### src/rtl/sysx_pkg.sv
// Shared sysX definitions: frame states, bus widths, select and fill constants.
package sysx_pkg;

  localparam int unsigned BYTE_W    = 8;
  localparam int unsigned WORD_W    = 32;
  localparam int unsigned NUM_LANES = WORD_W / BYTE_W;
  localparam int unsigned SEL_W     = 2;

  localparam logic [SEL_W-1:0]  SELECT_IDLE = 2'h0;
  localparam logic [WORD_W-1:0] FILL_WORD   = 32'h0BADC0DE;
  localparam logic [BYTE_W-1:0] IDLE_BYTE   = 8'h00;

  // Byte lanes of a bus word, lane 0 = bits 7:0 (first on the wire).
  typedef logic [NUM_LANES-1:0][BYTE_W-1:0] wordLanes_t;

  // Frame sequence, also used by the master's pipeline.
  typedef enum logic [2:0] {
    FRAME_IDLE,
    FRAME_LOAD,
    FRAME_B0,
    FRAME_B1,
    FRAME_B2,
    FRAME_B3,
    FRAME_STORE
  } frameState_t;

  // True for the four byte-shifting states.
  function automatic logic isByteState(input frameState_t s);
    return (s == FRAME_B0) || (s == FRAME_B1) || (s == FRAME_B2) || (s == FRAME_B3);
  endfunction

  // Byte lane handled in a byte-shifting state.
  function automatic logic [1:0] laneOf(input frameState_t s);
    case (s)
      FRAME_B1: laneOf = 2'd1;
      FRAME_B2: laneOf = 2'd2;
      FRAME_B3: laneOf = 2'd3;
      default:  laneOf = 2'd0;
    endcase
  endfunction

endpackage

### src/rtl/sysx_sync.sv
// Multi-bit, multi-stage synchronizer; all bits share the same delay.
module sysx_sync #(
  parameter int unsigned pWidth = 1,
  parameter int unsigned pDepth = 2
) (
  input  logic              iClock,
  input  logic              iReset,
  input  logic [pWidth-1:0] iData,
  output logic [pWidth-1:0] oData
);

  logic [pDepth-1:0][pWidth-1:0] stages;

  // Shift the bundle through the flop chain.
  always_ff @(posedge iClock or posedge iReset) begin
    if (iReset) begin
      stages <= '0;
    end else begin
      stages <= {stages[pDepth-2:0], iData};
    end
  end

  assign oData = stages[pDepth-1];

endmodule

### src/rtl/sysx_slave.sv
// sysX bus responder: oversampled bus clock, one 32-bit word per frame, byte per edge.
module sysx_slave
  import sysx_pkg::*;
#(
  parameter logic [SEL_W-1:0]  pSelectCode = 2'h1,
  parameter int unsigned       pSyncStages = 2,
  parameter logic [WORD_W-1:0] pFillWord   = FILL_WORD
) (
  input  logic              iClock,
  input  logic              iReset,
  input  logic              iBusClock,
  input  logic [SEL_W-1:0]  iBusSelect,
  input  logic [BYTE_W-1:0] iBusMOSI,
  output logic [BYTE_W-1:0] oBusMISO,
  output logic              oBusInterrupt,
  output logic [WORD_W-1:0] oRxData,
  output logic              oRxValid,
  input  logic [WORD_W-1:0] iTxData,
  input  logic              iTxValid,
  output logic              oTxReady,
  output logic              oTxUnderrun,
  input  logic              iIrqRequest
);

  localparam int unsigned BUNDLE_W = 1 + SEL_W + BYTE_W;

  logic [BUNDLE_W-1:0] syncBundle;
  logic                syncClock;
  logic [SEL_W-1:0]    syncSelect;
  logic [BYTE_W-1:0]   syncMosi;
  logic                busClockPrev;
  logic                busRise;
  logic                busFall;
  logic                selected;
  logic                txAccept;
  frameState_t         state;
  frameState_t         stateNext;
  wordLanes_t          txShift;
  wordLanes_t          txHold;
  wordLanes_t          rxShift;

  sysx_sync #(
    .pWidth(BUNDLE_W),
    .pDepth(pSyncStages)
  ) uSync (
    .iClock(iClock),
    .iReset(iReset),
    .iData ({iBusClock, iBusSelect, iBusMOSI}),
    .oData (syncBundle)
  );

  assign {syncClock, syncSelect, syncMosi} = syncBundle;
  assign busRise  = syncClock & ~busClockPrev;
  assign busFall  = ~syncClock & busClockPrev;
  assign selected = (syncSelect == pSelectCode) && (pSelectCode != SELECT_IDLE);
  assign txAccept = iTxValid & oTxReady;

  // Previous synced bus clock for edge detection.
  always_ff @(posedge iClock or posedge iReset) begin
    if (iReset) busClockPrev <= 1'b0;
    else        busClockPrev <= syncClock;
  end

  // Frame state register.
  always_ff @(posedge iClock or posedge iReset) begin
    if (iReset) state <= FRAME_IDLE;
    else        state <= stateNext;
  end

  // Next frame state: deselect wins at any cycle, otherwise step on each rise.
  always_comb begin
    stateNext = state;
    if (!selected) begin
      stateNext = FRAME_IDLE;
    end else if (busRise) begin
      case (state)
        FRAME_IDLE:  stateNext = FRAME_LOAD;
        FRAME_LOAD:  stateNext = FRAME_B0;
        FRAME_B0:    stateNext = FRAME_B1;
        FRAME_B1:    stateNext = FRAME_B2;
        FRAME_B2:    stateNext = FRAME_B3;
        FRAME_B3:    stateNext = FRAME_STORE;
        FRAME_STORE: stateNext = FRAME_LOAD;
        default:     stateNext = FRAME_IDLE;
      endcase
    end
  end

  // Holding register handshake and LOAD transfer into the tx shifter.
  always_ff @(posedge iClock or posedge iReset) begin
    if (iReset) begin
      txHold      <= '0;
      txShift     <= '0;
      oTxReady    <= 1'b1;
      oTxUnderrun <= 1'b0;
    end else begin
      oTxUnderrun <= 1'b0;
      if (txAccept) begin
        txHold   <= iTxData;
        oTxReady <= 1'b0;
      end
      if (selected && busRise && state == FRAME_LOAD) begin
        if (!oTxReady) begin
          txShift  <= txHold;
          oTxReady <= 1'b1;
        end else begin
          txShift     <= pFillWord;
          oTxUnderrun <= 1'b1;
        end
      end
    end
  end

  // Byte capture on rises in B0..B3 and word publish on the STORE rise.
  always_ff @(posedge iClock or posedge iReset) begin
    if (iReset) begin
      rxShift  <= '0;
      oRxData  <= '0;
      oRxValid <= 1'b0;
    end else begin
      oRxValid <= 1'b0;
      if (selected && busRise) begin
        if (isByteState(state)) begin
          rxShift[laneOf(state)] <= syncMosi;
        end else if (state == FRAME_STORE) begin
          oRxData  <= rxShift;
          oRxValid <= 1'b1;
        end
      end
    end
  end

  // MISO changes only on falls; forced idle whenever not selected.
  always_ff @(posedge iClock or posedge iReset) begin
    if (iReset) begin
      oBusMISO <= IDLE_BYTE;
    end else if (!selected) begin
      oBusMISO <= IDLE_BYTE;
    end else if (busFall) begin
      oBusMISO <= isByteState(state) ? txShift[laneOf(state)] : IDLE_BYTE;
    end
  end

  // Interrupt: local request, or a queued word waiting while the bus is idle.
  always_ff @(posedge iClock or posedge iReset) begin
    if (iReset) oBusInterrupt <= 1'b0;
    else        oBusInterrupt <= iIrqRequest | (~oTxReady & (state == FRAME_IDLE));
  end

endmodule

### config.mk
export PLATFORM = sky130hd
export DESIGN_NAME = sysx_slave
export DESIGN_NICKNAME = d
export VERILOG_FILES = /design/src/rtl/sysx_pkg.sv /design/src/rtl/sysx_sync.sv /design/src/rtl/sysx_slave.sv
export SDC_FILE = /design/constraint.sdc
export NUM_CORES = 1
export LEC_CHECK = 0
export BUFFER_PORTS_ARGS = -buffer_cell sky130_fd_sc_hd__buf_2
export CAP_MARGIN = 5
export CORE_ASPECT_RATIO = 0.5
export CORE_MARGIN = 4
export CORE_UTILIZATION = 55
export CTS_BUF_LIST = sky130_fd_sc_hd__clkbuf_16
export CTS_CLUSTER_DIAMETER = 200
export DETAILED_ROUTE_END_ITERATION = 8
export GPL_ROUTABILITY_DRIVEN = 0
export HOLD_SLACK_MARGIN = 0.1
export PLACE_DENSITY = 0.86
export SYNTH_ARGS = -nofsm -noshare
export SYNTH_HDL_FRONTEND = slang
export SYNTH_SLANG_ARGS = --single-unit
export TNS_END_PERCENT = 5
### constraint.sdc
create_clock -name iClock -period 5.3 [get_ports iClock]
set_input_delay 0.265 -clock iClock [delete_from_list [all_inputs] [get_ports iClock]]
set_output_delay 0.265 -clock iClock [all_outputs]
set_load 0.05 [all_outputs]
==> metrics.txt <==
sum of net half-perimeters after detailed placement=8080 um; wire length of the first global-routing pass=21,900 um; Top FF cell, synth=sky130_fd_sc_hd__dfrtp_1; Adder-Cell Fraction of Synth Area=0%; deepest level of the CTS H-tree=4; starting density of the core=57.9%; post-detailed-route via-to-cell ratio=5.25; Core Box Area=11,300 um2; Die Y=85.0 um; number of antenna violations at the first check in global routing=0; slew at the pin closest to its max-slew limit=1040 ps; Gates resized, CTS repair=0; yosys warns=0; fraction of the mapped netlist area in compound gates=3.66%; Setup violations, final=0; top fanout value on the critical path=34; post-CTS setup buffer count=0; largest vdd supply drop=0.190 mV; area of the mapped netlist=6530 um2; simple-gate share of the synthesized area=6.46%; drt first-iter violations=184; number of sinks on the clock net=166; total routing usage reported by global routing=20.4%; IO buf count=90; clock transition at the registers of the reported paths=70 ps; Net count, final=632; DRC violations left=0; final hold slack=115 ps; clock buffer count from CTS=17; number of routed nets with antenna violations=0; WL per Instance=17.2 um; critical path data arrival time=2900 ps; part of the power in the clock network=43.6%; maximum clock insertion buffer count=2; first-pass iteration count of the detailed router=4; final worst-path cycle share=49.1%; die outline width=162 um; uppermost metal layer occupied by signal nets=met4; post-synthesis net count=498; Max transition margin=30.1%; Max Transition Viols Final=0; number of global-route vias before repair=4,286; layout cell share with drive strength beyond 1=40.8%; unrepaired setup endpoints after global routing=false; Sw Pwr=0.000691 W; total length of routed met3 wires=633 um; gate count of the mapped netlist=451; ANT cells=0; area share of the largest cell type after synthesis=63.3%; Final Hold Viols=0; fin area=8090 um2; met2 wirelength from detailed routing=6560 um; Data required, critical path=5600 ps; Met1 Wirelength=5600 um; largest area contributor in the synthesized netlist=sky130_fd_sc_hd__dfrtp_1; maximum operating frequency=384 MHz; Synth Area in XOR/XNOR=0.268%; total wire length=13,000 um; synthesis-to-layout area growth=24.0%; fraction of power consumed by sequential logic=50.0%; Switching Share=25.0%; floorplan row count=27; most area-consuming cells after synthesis=sky130_fd_sc_hd__dfrtp_1, sky130_fd_sc_hd__mux2_2, sky130_fd_sc_hd__mux2i_1, sky130_fd_sc_hd__o32ai_1, sky130_fd_sc_hd__nor2b_1; Min-Delay Path Class=in2reg; clock insertion delay at the later pin of the skew report=430 ps; clock tree from TritonCTS=yes; Internal=0.00207 W; Setup crit start kind=flop; final total power=0.00276 W; asr flop ratio synth=100%; library cells used by synthesis=37; static power due to leakage=4.15 nW; library cell with the highest instance count after synthesis=sky130_fd_sc_hd__dfrtp_1; number of placed I/O pins=91; largest family of logic cells by synthesized area=multiplexers; Fin Clk Skew=9.71 ps; maximum number of pins on one net before global-route repair=108; clock root buffer=sky130_fd_sc_hd__clkbuf_16; mean cell area of the mapped netlist=14.5 um2; startpoint-to-endpoint class of the critical path=reg2reg; type of destination of the critical path=flop; total negative slack for setup checks=0 ps; number of enable-type register cells in the synthesized netlist=0; post-synthesis sequential element count=166; Logic pwr share=6.4%; Seq/Total Area, Yosys=63.7%; max cap viols=0; dpl cell area=7060 um2; outcome=finished clean; via count=3,971; Die Area=13,800 um2; hold_buf cts=45; mux cell area share after synthesis=22.0%; Power per Cell Area=341 nW/um2; Overflow after GRT=0; most numerous cell types in the synthesized netlist=sky130_fd_sc_hd__dfrtp_1, sky130_fd_sc_hd__mux2_2, sky130_fd_sc_hd__inv_1; post-layout min period=2600 ps
## per-layer routing
metal	GRT usage, %	vias up
met2	35.0	111
met4	6.68	0
met5	0	-
li1	-	1836
met1	26.0	2002
met3	5.05	22
## logic make-up (layout without fill, tap and decap cells)
| kind of cell | Yosys count | count (layout) |
|---|---|---|
| DFF | 166 | 166 |
| buffers and inverters | 53 | 200 |
| xor gates and xnor gates | 2 | 2 |
| and+or+nand+nor | 72 | 72 |
| AOI/OAI and AO/OA | 29 | 29 |
| muxes | 129 | 129 |
## path summary, 6_finish.rpt
| check | start | to | slack, ps | depth (start not counted) |
|---|---|---|---|---|
| worst max-delay path | state[0] | txShift[28] | 2700 | 3 |
| worst min-delay path | iTxData[4] | txHold[4] | 120 | 2 |
| worst max register to register | state[0] | txShift[28] | 2700 | 3 |
| worst min register to register | uSync.stages[4] | uSync.oData[4] | 350 | 0 |
| max in group asynchronous | iReset | rxShift[29] | 3460 | 4 |
| min in group asynchronous | iReset | oRxData[19] | 580 | 3 |
## cells in the final DEF (no fill, tap or decap), types with 3 or more instances in the layout
master / Yosys / layout
sky130_fd_sc_hd__buf_2: 1 / 90
sky130_fd_sc_hd__o211ai_1: 7 / 7
sky130_fd_sc_hd__buf_4: 4 / 3
sky130_fd_sc_hd__inv_1: 29 / 28
sky130_fd_sc_hd__clkbuf_16: 0 / 17
sky130_fd_sc_hd__nand2_1: 4 / 4
sky130_fd_sc_hd__mux2i_1: 18 / 18
sky130_fd_sc_hd__clkinv_4: 0 / 3
sky130_fd_sc_hd__inv_8: 0 / 7
sky130_fd_sc_hd__dfrtp_1: 165 / 165
sky130_fd_sc_hd__mux2_2: 109 / 109
sky130_fd_sc_hd__o32ai_1: 15 / 15
sky130_fd_sc_hd__nor2b_1: 18 / 18
sky130_fd_sc_hd__nor3_1: 7 / 7
sky130_fd_sc_hd__dlygate4sd3_1: 0 / 45
sky130_fd_sc_hd__nand2b_1: 10 / 10
sky130_fd_sc_hd__nor2_1: 22 / 22
## through the flow
| stage | worst slack (ps) | std cells | util [%] |
|---|---|---|---|
| after floorplan | 547 | 451 | - |
| after global placement | 2910 | 680 | 62.5 |
| after detailed placement | 2810 | 680 | 62.5 |
| after CTS | 2690 | 757 | 71.7 |
| after global routing | 2520 | 757 | 71.7 |
| final | 2700 | 757 | 71.7 |
## cell type report
cell class                      instances  area (um2)
Fill cell                             763        3190
Sequential cell                       166        4160
Timing Repair Buffer                  138         923
Multi-Input combinational cell        232        2110
Tap cell                              159         199
Clock inverter                         15         161
Clock buffer                           17         425
Inverter                               30         118
## power by group through the flow
stage / clock network [W] / registers (W) / logic, W
after floorplan: 0 / 0.00139 / 0.000113
after global placement: 0 / 0.00140 / 0.000146
after detailed placement: 0 / 0.00141 / 0.000152
after CTS: 0.00123 / 0.00138 / 0.000179
after global routing: 0.00129 / 0.00139 / 0.000200
final: 0.00120 / 0.00138 / 0.000176
## critical path, cell delays in order (launching register included)
cell and delay (ps):
sky130_fd_sc_hd__dfrtp_1 700, sky130_fd_sc_hd__nor2b_1 370, sky130_fd_sc_hd__nand3b_2 800, sky130_fd_sc_hd__mux2_2 600
## flip-flops by register name, indices dropped and copies added (netlist names)
| signal | count |
|---|---|
| txHold | 32 |
| uSync.oData | 11 |
| uSync.stages | 11 |
| oTxReady | 1 |
| oTxUnderrun | 1 |
| oRxValid | 1 |
| oBusMISO | 8 |
| state | 3 |
| oRxData | 32 |
| busClockPrev | 1 |
| txShift | 32 |
| rxShift | 32 |
| oBusInterrupt | 1 |
(Power assumes the default switching activity.)
